--- config.mk ---
export PLATFORM = sky130hd
export DESIGN_NAME = bbq_op_scheduler
export DESIGN_NICKNAME = d
export VERILOG_FILES = /design/src/rtl/bbq_op_scheduler.sv
export SDC_FILE = /design/constraint.sdc
export NUM_CORES = 1
export LEC_CHECK = 0
export CAP_MARGIN = 20
export CORE_MARGIN = 2
export CORE_UTILIZATION = 30
export CTS_CLUSTER_SIZE = 30
export DETAILED_ROUTE_END_ITERATION = 7
export PLACE_DENSITY = 0.56
export RECOVER_POWER = 50
export SKIP_CTS_REPAIR_TIMING = 1
export SYNTH_ARGS = -nofsm -noshare
export SYNTH_HDL_FRONTEND = slang
export SYNTH_SLANG_ARGS = --single-unit
export TNS_END_PERCENT = 1
--- constraint.sdc ---
create_clock -name clk -period 5.65 [get_ports clk]
set_input_delay 1.695 -clock clk [delete_from_list [all_inputs] [get_ports clk]]
set_output_delay 1.695 -clock clk [all_outputs]
set_load 0.01 [all_outputs]
--- src/rtl/bbq_op_scheduler.sv ---
// bbq_op_scheduler
// Ingress stage in front of the BBQ router. Enqueue requests ({data, prior})
// and dequeue requests (op codes) are buffered in two independent FIFOs. Each
// cycle at most one heap slot is issued, carrying the enqueue FIFO head and the
// dequeue FIFO head together. The enqueue port alternates between slots.
//
// Ports
//   clk, rst        single clock, synchronous active-high reset
//   enq_valid/ready enqueue request handshake, enq_data / enq_prior payload
//   deq_valid/ready dequeue request handshake, deq_op operation code
//   idle_op         op driven on slots that carry no dequeue (heap no-op)
//   heap_ready      heap can take a slot this cycle
//   router_rdy      a slot is issued this cycle
//   in_enque_en     the issued slot carries an enqueue
//   in_data/in_prior enqueue FIFO head (zero when the FIFO is empty)
//   out_ctrl        port select for the enqueue, toggles per issued slot
//   out_op          dequeue op of the issued slot, else idle_op
//
// Outputs depend only on registered state plus heap_ready and idle_op; the
// request valids never reach an output combinationally (no bypass).
module bbq_op_scheduler #(
    parameter int DWIDTH      = 32,
    parameter int PRIOR_WIDTH = 6,
    parameter int ENQ_DEPTH   = 8,
    parameter int DEQ_DEPTH   = 4,
    parameter int OP_WIDTH    = 3
) (
    input  logic                   clk,
    input  logic                   rst,
    input  logic                   enq_valid,
    output logic                   enq_ready,
    input  logic [DWIDTH-1:0]      enq_data,
    input  logic [PRIOR_WIDTH-1:0] enq_prior,
    input  logic                   deq_valid,
    output logic                   deq_ready,
    input  logic [OP_WIDTH-1:0]    deq_op,
    input  logic [OP_WIDTH-1:0]    idle_op,
    input  logic                   heap_ready,
    output logic                   router_rdy,
    output logic                   in_enque_en,
    output logic [DWIDTH-1:0]      in_data,
    output logic [PRIOR_WIDTH-1:0] in_prior,
    output logic                   out_ctrl,
    output logic [OP_WIDTH-1:0]    out_op
);

    localparam int EAW = $clog2(ENQ_DEPTH);
    localparam int DAW = $clog2(DEQ_DEPTH);
    localparam int EW  = DWIDTH + PRIOR_WIDTH;

    localparam logic [EAW:0]   ENQ_FULL  = (EAW+1)'(ENQ_DEPTH);
    localparam logic [DAW:0]   DEQ_FULL  = (DAW+1)'(DEQ_DEPTH);
    localparam logic [EAW:0]   ENQ_CONE  = (EAW+1)'(1);
    localparam logic [DAW:0]   DEQ_CONE  = (DAW+1)'(1);
    localparam logic [EAW-1:0] ENQ_PONE  = EAW'(1);
    localparam logic [DAW-1:0] DEQ_PONE  = DAW'(1);

    logic [EW-1:0]       enq_mem_r [ENQ_DEPTH];
    logic [EAW-1:0]      enq_wr_ptr_r;
    logic [EAW-1:0]      enq_rd_ptr_r;
    logic [EAW:0]        enq_count_r;
    logic [OP_WIDTH-1:0] deq_mem_r [DEQ_DEPTH];
    logic [DAW-1:0]      deq_wr_ptr_r;
    logic [DAW-1:0]      deq_rd_ptr_r;
    logic [DAW:0]        deq_count_r;
    logic                out_ctrl_r;

    logic          enq_nempty_s;
    logic          deq_nempty_s;
    logic          enq_push_s;
    logic          deq_push_s;
    logic          enq_pop_s;
    logic          deq_pop_s;
    logic [EW-1:0] enq_head_s;

    // Readiness and slot issue are derived from registered counts only, so a
    // full FIFO refuses a push even when it pops in the same cycle.
    assign enq_nempty_s = (enq_count_r != {(EAW+1){1'b0}});
    assign deq_nempty_s = (deq_count_r != {(DAW+1){1'b0}});
    assign enq_ready    = (enq_count_r != ENQ_FULL);
    assign deq_ready    = (deq_count_r != DEQ_FULL);
    assign router_rdy   = heap_ready && (enq_nempty_s || deq_nempty_s);
    assign enq_push_s   = enq_valid && enq_ready;
    assign deq_push_s   = deq_valid && deq_ready;
    assign enq_pop_s    = router_rdy && enq_nempty_s;
    assign deq_pop_s    = router_rdy && deq_nempty_s;
    assign enq_head_s   = enq_mem_r[enq_rd_ptr_r];
    assign in_enque_en  = enq_pop_s;
    assign out_ctrl     = out_ctrl_r;

    // Slot payload muxing: head data shown whenever buffered, op only on issue.
    always_comb begin
        in_data  = {DWIDTH{1'b0}};
        in_prior = {PRIOR_WIDTH{1'b0}};
        out_op   = idle_op;
        if (enq_nempty_s) begin
            in_data  = enq_head_s[EW-1:PRIOR_WIDTH];
            in_prior = enq_head_s[PRIOR_WIDTH-1:0];
        end else begin
            in_data  = {DWIDTH{1'b0}};
            in_prior = {PRIOR_WIDTH{1'b0}};
        end
        if (deq_pop_s) begin
            out_op = deq_mem_r[deq_rd_ptr_r];
        end else begin
            out_op = idle_op;
        end
    end

    // FIFO storage writes; contents need no reset because counts gate them.
    always_ff @(posedge clk) begin
        if (enq_push_s) begin
            enq_mem_r[enq_wr_ptr_r] <= {enq_data, enq_prior};
        end
        if (deq_push_s) begin
            deq_mem_r[deq_wr_ptr_r] <= deq_op;
        end
    end

    // Enqueue FIFO pointers and occupancy.
    always_ff @(posedge clk) begin
        if (rst) begin
            enq_wr_ptr_r <= {EAW{1'b0}};
            enq_rd_ptr_r <= {EAW{1'b0}};
            enq_count_r  <= {(EAW+1){1'b0}};
        end else begin
            if (enq_push_s) enq_wr_ptr_r <= enq_wr_ptr_r + ENQ_PONE;
            if (enq_pop_s)  enq_rd_ptr_r <= enq_rd_ptr_r + ENQ_PONE;
            case ({enq_push_s, enq_pop_s})
                2'b10:   enq_count_r <= enq_count_r + ENQ_CONE;
                2'b01:   enq_count_r <= enq_count_r - ENQ_CONE;
                default: enq_count_r <= enq_count_r;
            endcase
        end
    end

    // Dequeue FIFO pointers and occupancy.
    always_ff @(posedge clk) begin
        if (rst) begin
            deq_wr_ptr_r <= {DAW{1'b0}};
            deq_rd_ptr_r <= {DAW{1'b0}};
            deq_count_r  <= {(DAW+1){1'b0}};
        end else begin
            if (deq_push_s) deq_wr_ptr_r <= deq_wr_ptr_r + DEQ_PONE;
            if (deq_pop_s)  deq_rd_ptr_r <= deq_rd_ptr_r + DEQ_PONE;
            case ({deq_push_s, deq_pop_s})
                2'b10:   deq_count_r <= deq_count_r + DEQ_CONE;
                2'b01:   deq_count_r <= deq_count_r - DEQ_CONE;
                default: deq_count_r <= deq_count_r;
            endcase
        end
    end

    // Port select alternates on every issued slot and holds through stalls.
    always_ff @(posedge clk) begin
        if (rst) begin
            out_ctrl_r <= 1'b0;
        end else if (router_rdy) begin
            out_ctrl_r <= ~out_ctrl_r;
        end else begin
            out_ctrl_r <= out_ctrl_r;
        end
    end

endmodule
Word-level counts from Yosys, hierarchy flattened
Memory sizes are Yosys's and may differ from the RTL's. A register that Yosys moved wholly into a read port is not among the register bits.
Cells that the tools add are included.
{"block": "word_totals", "reg_bits": 18, "ramBits": 316, "input_bits": 49, "output_inout_bits": 46, "elab_cells": 47, "mem_count": 2}
{"memory": "enq_mem_r", "depth": 8, "width": 38, "rd": 1, "rd_clocked_by_memory_dff": 1, "wr": 1, "line_no": "58", "source": "logic [EW-1:0] enq_mem_r [ENQ_DEPTH];"}
{"memory": "deq_mem_r", "depth": 4, "width": 3, "rd": 1, "rd_clocked_by_memory_dff": 1, "wr": 1, "line_no": "62", "source": "logic [OP_WIDTH-1:0] deq_mem_r [DEQ_DEPTH];"}
{"block": "classes", "addsub": 8, "eq_ne": 6, "mux": 13, "n_bitwise": 1, "reduce_logical": 10}
{"op": "32-bit two-way mux", "n": 1}
{"op": "3-bit by 1-bit adder with 3-bit output, second input constant", "n": 3}
{"op": "3-bit two-way mux", "n": 3}
{"op": "4-bit case mux with 2 select lines", "n": 1}
{"op": "6-bit two-way mux", "n": 1}
{"op": "3-bit case mux with 2 select lines", "n": 1}
{"op": "1-bit logical AND", "n": 5}
{"op": "2-bit by 1-bit adder with 2-bit output, second input constant", "n": 2}
{"op": "4-bit by 1-bit adder with 4-bit output, second input constant", "n": 1}
{"op": "2-bit by 1-bit == test with 1-bit output, second input constant", "n": 2}
{"op": "2-bit == test, second input constant", "n": 2}
{"op": "1-bit two-way mux", "n": 4}
{"op": "2-bit two-way mux", "n": 2}
{"op": "4-bit inequality test, second input constant", "n": 1}
{"op": "2-bit nonzero test", "n": 2}
{"op": "4-bit nonzero test", "n": 1}
{"op": "4-bit by 1-bit subtractor with 4-bit output, second input constant", "n": 1}
{"op": "3-bit inequality test, second input constant", "n": 1}
{"op": "3-bit nonzero test", "n": 1}
{"op": "3-bit by 1-bit subtractor with 3-bit output, second input constant", "n": 1}
{"op": "1-bit logical OR", "n": 1}
{"op": "1-bit NOT", "n": 1}

Depth between registers and ports, before layout
Gate-level depths: netlist of run 1.
{"block": "logic_depth", "word_depth": 6, "depth_mapped": 11, "mapped_depth_nobuf": 9}

Worst setup path before layout of run 1
Ideal clock, no wire load.
{"block": "synth_path", "path_kind": "in2reg", "start": "input port enq_valid", "end": "memory enq_mem_r[0][0] (netlist name) (enable)", "setup_time_ps": 528, "t_arrival_ps": 5385, "t_required_ps": 5122, "setup_slack_ps": -263, "stages": 2, "n_path_buf": 0, "cell_sequence": "nand2_8 nor4_1"}
{"block": "synth_between", "elab_chain_len": 3}
{"element": "from (decl)", "line_no": "30", "source": "input logic enq_valid,"}
{"element": "1-bit logical AND", "line_no": "83", "source": "assign enq_push_s = enq_valid && enq_ready;"}
{"element": "1-bit two-way mux", "line_no": "112", "source": "if (enq_push_s) begin"}
{"element": "1-bit two-way mux (implied by the code)", "line_no": "113", "source": "enq_mem_r[enq_wr_ptr_r] <= {enq_data, enq_prior};"}
{"element": "to (decl)", "line_no": "58"}
Every way passes these cells.

Worst setup path in the final report of run 1
{"block": "layout_path", "start": "input port heap_ready", "end": "output port out_op[1]"}
{"block": "layout_between", "elab_chain_len": 3}
{"element": "from (decl)", "line_no": "38", "source": "input logic heap_ready,"}
{"element": "1-bit logical AND", "line_no": "82", "source": "assign router_rdy = heap_ready && (enq_nempty_s || deq_nempty_s);"}
{"element": "1-bit logical AND", "line_no": "86", "source": "assign deq_pop_s = router_rdy && deq_nempty_s;"}
{"element": "3-bit two-way mux", "line_no": "103", "source": "if (deq_pop_s) begin"}
{"element": "to (decl)", "line_no": "44", "source": "output logic [OP_WIDTH-1:0] out_op"}
Every way passes these cells.

==> results_dict.tcl, run 1 <==
set metrics [dict create \
    cts_sinks 339 \
    multi_input_area_sq_um 3030 \
    min_path_cells 2 \
    cts_tree "done" \
    r2r_cells 6 \
    synth-simple-area-share_pct 3.47 \
    p_per_area_nw_per_um2 448 \
    hold_path.class "reg2reg" \
    core_sq_um 43300 \
    num_vias 6251 \
    switching_share_pct 27.1 \
    io_pins 95 \
    setup_viol 0 \
    die_height_microns 214 \
    setup.worst_path.class "in2out" \
    clockBufferDepth 3 \
    dp_hpwl_mm 15.0 \
    place_area_sq_um 14900 \
    fill_cells 3953 \
    drt_iter0_markers 390 \
    seqCellArea_sq_um 9960 \
    p_int_mw 5.25 \
    grt_pass1_wl_mm 40.5 \
    p_total_mw 7.20 \
    place_congestion 0.692 \
    drtPass1Iterations 4 \
    power.share.combinational_pct 23.6 \
    die_x_microns 214 \
    finalHoldViolations 0 \
    fmax_mhz 199 \
    crit_required_ps 3950 \
    fin_area_sq_um 16100 \
    mostFrequentLayoutCell "edfxtp_1" \
    startpoint_type "input port" \
    vdd_drop_max_v 0.000285 \
    ant_nets 0 \
    clkLatencyLatePin_ps 540 \
    cap_viol_max_count 0 \
    finalWirelength_mm 27.4 \
    endpoint_kind "primary output" \
    cp_slowest_stage_delay_ps 560 \
    clock_skew_ps 9.76 \
    die_area_sq_um 45700 \
    status "finished, final reports clean" \
    finalCritPeriodShare_pct 89.0 \
    critPathMostFrequentCell "nand2_1" \
    rsz0062_at_grt "false" \
    syn2layout_area_growth_pct 22.0 \
    slew_violations 0 \
    synth_top_family_by_area "multiplexers" \
    numCtsBuffers 38 \
    post_drt_via_cell_ratio 4.55 \
    seqPwrFrac_pct 42.8 \
    grt_max_degree 43 \
    synth_fa_ha_area_share_pct 1.10 \
    worst_slack_ps 623 \
    slew_headroom_pct 13.2 \
    port_buffers 94 \
    power_leakage_nw 5.03 \
    antenna_found_initial 3 \
    hold-worst-slack_ps 499 \
    start_util_pct 30.5 \
    layout_min_cycle_time_ps 5030 \
    synth_mux_area_share_pct 16.6 \
    post-route-util_pct 37.2 \
    overflow 0 \
    layout.nets 818 \
    arrival_ps 3330 \
    yosys_warnings 0 \
    cp_slowest_cell "dlygate4sd3_1" \
    final_layout_size_suffix_gt1_share_pct 21.6 \
    synth_xor_area_share_pct 0.854 \
    layout_common_cells "edfxtp_1, mux4_2, nor2_1" \
    drc 0 \
    ys_ff_latch 339 \
    syn-cell-area_sq_um 13200 \
    path_clk_slew_ps 60 \
    worst_pin_slew_ps 1300 \
    ys_seq_area_share_pct 75.4 \
    routedWlPerCell_microns 19.9 \
    rows 76 \
    worstPathCellList "dlygate4sd3_1, o31ai_1, inv_1, nand2_1, nand2_1, clkdlybuf4s50_1" \
    mappedNetlistNets 694 \
    globalRouteTotalUtil_pct 12.3 \
    grt_pass1_vias 6463 \
    h-tree-depth 2 \
    cts-root-buf "clkbuf_16" \
    synthCells 634 \
    pwr-share-clk_pct 33.6 \
    tns_ps 0 \
    finalNonFillerCells 1374 \
    switching_power_mw 1.95 \
    synth_compound_area_share_pct 0.825 \
    place_ws_ps 689 \
    dp_cells 1303 \
    synth_cell_type_count 38 \
    avgSynthCellArea_sq_um 20.8 \
    cp_max_fo 6 \
]
power groups by stage:
stage	clock network, mW	logic (mW)	registers, mW
after floorplan	0	1.03	3.07
after global placement	0	1.75	3.14
after detailed placement	0	1.76	3.14
after CTS	2.49	1.77	3.09
after global routing	2.59	1.86	3.11
final	2.42	1.70	3.08
layer usage:
metal | global-route usage [%] | routed length [microns] | vias to the layer above
li1 | - | - | 2817
met1 | 16.8 | 12500 | 3242
met2 | 19.3 | 12800 | 144
met3 | 3.31 | 1510 | 46
met4 | 3.59 | 493 | 2
met5 | 0 | 16 | -
Yosys cell counts, drive strengths merged:
| cell | count | share of area (%) |
|---|---|---|
| nand3 | 3 | 0.15 |
| o31ai | 1 | 0.057 |
| o21ai | 3 | 0.11 |
| nand2 | 16 | 0.60 |
| nand2b | 2 | 0.095 |
| a21oi | 8 | 0.33 |
| inv | 9 | 0.26 |
| nor2b | 4 | 0.19 |
| and2 | 1 | 0.047 |
| mux4 | 79 | 13 |
| nor4 | 2 | 0.095 |
| or4b | 1 | 0.076 |
| ha | 10 | 0.95 |
| mux2 | 1 | 0.085 |
| clkbuf | 8 | 0.23 |
| o41ai | 1 | 0.21 |
| mux2i | 40 | 3.0 |
| xor2 | 9 | 0.65 |
| and3 | 4 | 0.19 |
| nor3 | 4 | 0.15 |
| xnor2 | 3 | 0.20 |
| or3b | 1 | 0.066 |
| edfxtp | 316 | 72 |
| buf | 21 | 1.2 |
| or3 | 4 | 0.19 |
| a31oi | 1 | 0.047 |
| nor2 | 57 | 1.6 |
| o32ai | 1 | 0.066 |
| fa | 1 | 0.15 |
| dfxtp | 23 | 3.5 |
path summary, 6_finish.rpt:
path	from	to	slack, ps
worst max-delay path	heap_ready	out_op[1]	620
worst min-delay path	enq_rd_ptr_r[2]$_SDFFE_PP0P_	flop	500
worst max register to register	enq_count_r[1]$_SDFFE_PP0P_	enq_count_r[3]$_SDFFE_PP0P_	2640
worst min register to register	enq_rd_ptr_r[2]$_SDFFE_PP0P_	flop	500
sequential cells by signal, summed over array words and instances, names as in the netlist, named ones only:
signal and flops:
deq_count_r 3, deq_mem_r 12, deq_rd_ptr_r 2, deq_wr_ptr_r 2
enq_count_r 4, enq_mem_r 304, enq_rd_ptr_r 3, enq_wr_ptr_r 3
out_ctrl 1
critical path: cells and delay by family:
family          cells  cell delay (ps)
buf+inv             3             1280
compound gates      1              180
simple gates        2              190
cell families after synthesis:
family | after synthesis
AOI/OAI and AO/OA | 15
and+or+nand+nor | 99
muxes | 120
adders and majority gates | 11
buffers and inverters | 38
xor gates and xnor gates | 12
DFF | 339
cell type report:
cell class              instances  share of cell area (%)
flip-flops and latches        339                    61.9
multi-input cells             257                    18.8
repair buffers                113                    6.79
clock buffers                  51                    6.73
well taps                     585                    4.55
clock inverters                18                   0.972
inverters                       9                   0.210
diodes                          2                  0.0311
No activity file was read; power rests on OpenSTA's default activity.
==> inputs of run 2 (changes only) <==
--- a/config.mk
+++ b/config.mk
@@ -6,6 +6,7 @@
 export NUM_CORES = 1
 export LEC_CHECK = 0
 export CAP_MARGIN = 20
+export CORE_ASPECT_RATIO = 1.2
 export CORE_MARGIN = 2
 export CORE_UTILIZATION = 30
 export CTS_CLUSTER_SIZE = 30
==> run 2 against run 1 <==
Maximum frequency about the same. Critical endpoint is now out_op[0]. Final cell count shrank 2.4%. Sequential power about the same. Clock skew grew 7.6 ps. Global-route usage decreased by 0.21 points. Die area hardly changed. Flip-flop and latch count unchanged.
==> results_dict.tcl, run 2 (synthesized netlist as in run 1, its figures left out) <==
set metrics [dict create \
    worstPathCellList "dlygate4sd3_1, o31ai_1, inv_1, nand2_1, nand2_1, clkdlybuf4s50_1" \
    finalHoldViolations 0 \
    p_total_mw 6.97 \
    cts_tree "done" \
    fin_area_sq_um 15900 \
    rsz0062_at_grt "false" \
    grt_pass1_wl_mm 40.9 \
    h-tree-depth 2 \
    cap_viol_max_count 0 \
    rows 84 \
    drt_iter0_markers 368 \
    drtPass1Iterations 4 \
    ant_nets 0 \
    switching_share_pct 27.1 \
    vdd_drop_max_v 0.000319 \
    startpoint_type "input port" \
    io_pins 95 \
    finalNonFillerCells 1341 \
    routedWlPerCell_microns 20.3 \
    endpoint_kind "primary output" \
    antenna_found_initial 8 \
    clockBufferDepth 3 \
    globalRouteTotalUtil_pct 12.1 \
    finalCritPeriodShare_pct 89.0 \
    layout_min_cycle_time_ps 5030 \
    power_leakage_nw 4.96 \
    mostFrequentLayoutCell "edfxtp_1" \
    clkLatencyLatePin_ps 520 \
    place_congestion 0.692 \
    clock_skew_ps 17.4 \
    place_area_sq_um 14900 \
    top_regs "enq_mem_r x304, deq_mem_r x12, enq_count_r x4" \
    cp_slowest_cell "dlygate4sd3_1" \
    crit_required_ps 3950 \
    cp_slowest_stage_delay_ps 560 \
    p_int_mw 5.08 \
    path_clk_slew_ps 60 \
    grt_pass1_vias 6639 \
    multi_input_area_sq_um 3060 \
    cts_sinks 339 \
    pwr-share-clk_pct 31.4 \
    port_buffers 94 \
    core_sq_um 43600 \
    die_height_microns 234 \
    dp_hpwl_mm 14.3 \
    start_util_pct 30.2 \
    slew_headroom_pct 23.1 \
    final_layout_size_suffix_gt1_share_pct 20.7 \
    setup_viol 0 \
    critPathMostFrequentCell "nand2_1" \
    seqPwrFrac_pct 44.5 \
    worst_pin_slew_ps 1150 \
    die_area_sq_um 45700 \
    fill_cells 4027 \
    finalWirelength_mm 27.2 \
    tns_ps 0 \
    status "finished, final reports clean" \
    cts-root-buf "clkbuf_16" \
    cp.buffers_inverters 3 \
    arrival_ps 3340 \
    numCtsBuffers 36 \
    die_x_microns 195 \
    setup.worst_path.class "in2out" \
    syn2layout_area_growth_pct 20.8 \
    post_drt_via_cell_ratio 4.63 \
    slew_violations 0 \
    switching_power_mw 1.89 \
    hold_path.class "reg2reg" \
    fmax_mhz 199 \
    largest_reg_flops 304 \
    cp_max_fo 6 \
    regMostFlops "enq_mem_r" \
    power.share.combinational_pct 24.1 \
    overflow 0 \
    dp_cells 1274 \
    layout_common_cells "edfxtp_1, mux4_2, nor2_1" \
    p_per_area_nw_per_um2 438 \
    num_vias 6205 \
    drc 0 \
    layout.nets 813 \
    grt_max_degree 40 \
    cp_top_family "buffers and inverters" \
    seqCellArea_sq_um 9960 \
]
-- run 2: changes by cell type in the layout (fill, tap and decap cells not counted), sizes merged --
cell / previous run / this run
bufinv: 2 / 1
clkbuf: 52 / 48
diode: 2 / 3
buf: 18 / 15
-- run 2: metal layers --
metal | part of all wire (%) | GRT usage, % | wire, microns
met1 | 44 | 15.7 | 12000
met2 | 49 | 20.2 | 13200
met3 | 4.8 | 2.82 | 1310
met4 | 2.5 | 3.72 | 672
met5 | 0.16 | 0 | 44
-- run 2: worst paths after layout --
kind / start / to / slack, ps / cells past startpoint
worst max-delay path: heap_ready / out_op[0] / 620 / 6
worst min-delay path: deq_count_r[2]$_SDFFE_PP0P_ / deq_count_r[2]$_SDFFE_PP0P_ / 500 / 2
worst max register to register: enq_count_r[1]$_SDFFE_PP0P_ / enq_count_r[3]$_SDFFE_PP0P_ / 2550 / 6
worst min register to register: deq_count_r[2]$_SDFFE_PP0P_ / deq_count_r[2]$_SDFFE_PP0P_ / 500 / 2
-- run 2: metrics by stage --
| stage | worst slack [ps] | util [%] | hold slack [ps] |
|---|---|---|---|
| CTS | 670 | 36.6 | 498 |
| finish | 620 | 36.5 | 503 |
| detailed placement | 687 | 34.1 | 483 |
| global placement | 701 | 34.1 | 472 |
| global route | 470 | 36.5 | 530 |
| floorplan | 730 | - | 454 |
-- run 2: worst register-to-register path, stage by stage (launching register included) --
cell and delay [ps]:
dfxtp_1 400, o41ai_1 1020, inv_1 220, ha_1 450, or3_1 390, o32ai_1 150
mux2_2 360
-- run 2: cell type report --
class	count	share of cell area, %
Sequential cell	339	62.5
Inverter	9	0.212
Multi-Input combinational cell	257	19.2
Antenna cell	3	0.0471
Clock inverter	17	0.675
Timing Repair Buffer	110	6.79
Tap cell	559	4.39
Clock buffer	47	6.17
-- run 2: power groups by stage --
stage / clock (mW) / combinational (mW) / sequential (mW)
after floorplan: 0 / 1.03 / 3.07
after global placement: 0 / 1.73 / 3.16
after detailed placement: 0 / 1.74 / 3.17
after CTS: 2.25 / 1.74 / 3.12
after global routing: 2.35 / 1.84 / 3.13
final: 2.19 / 1.68 / 3.10
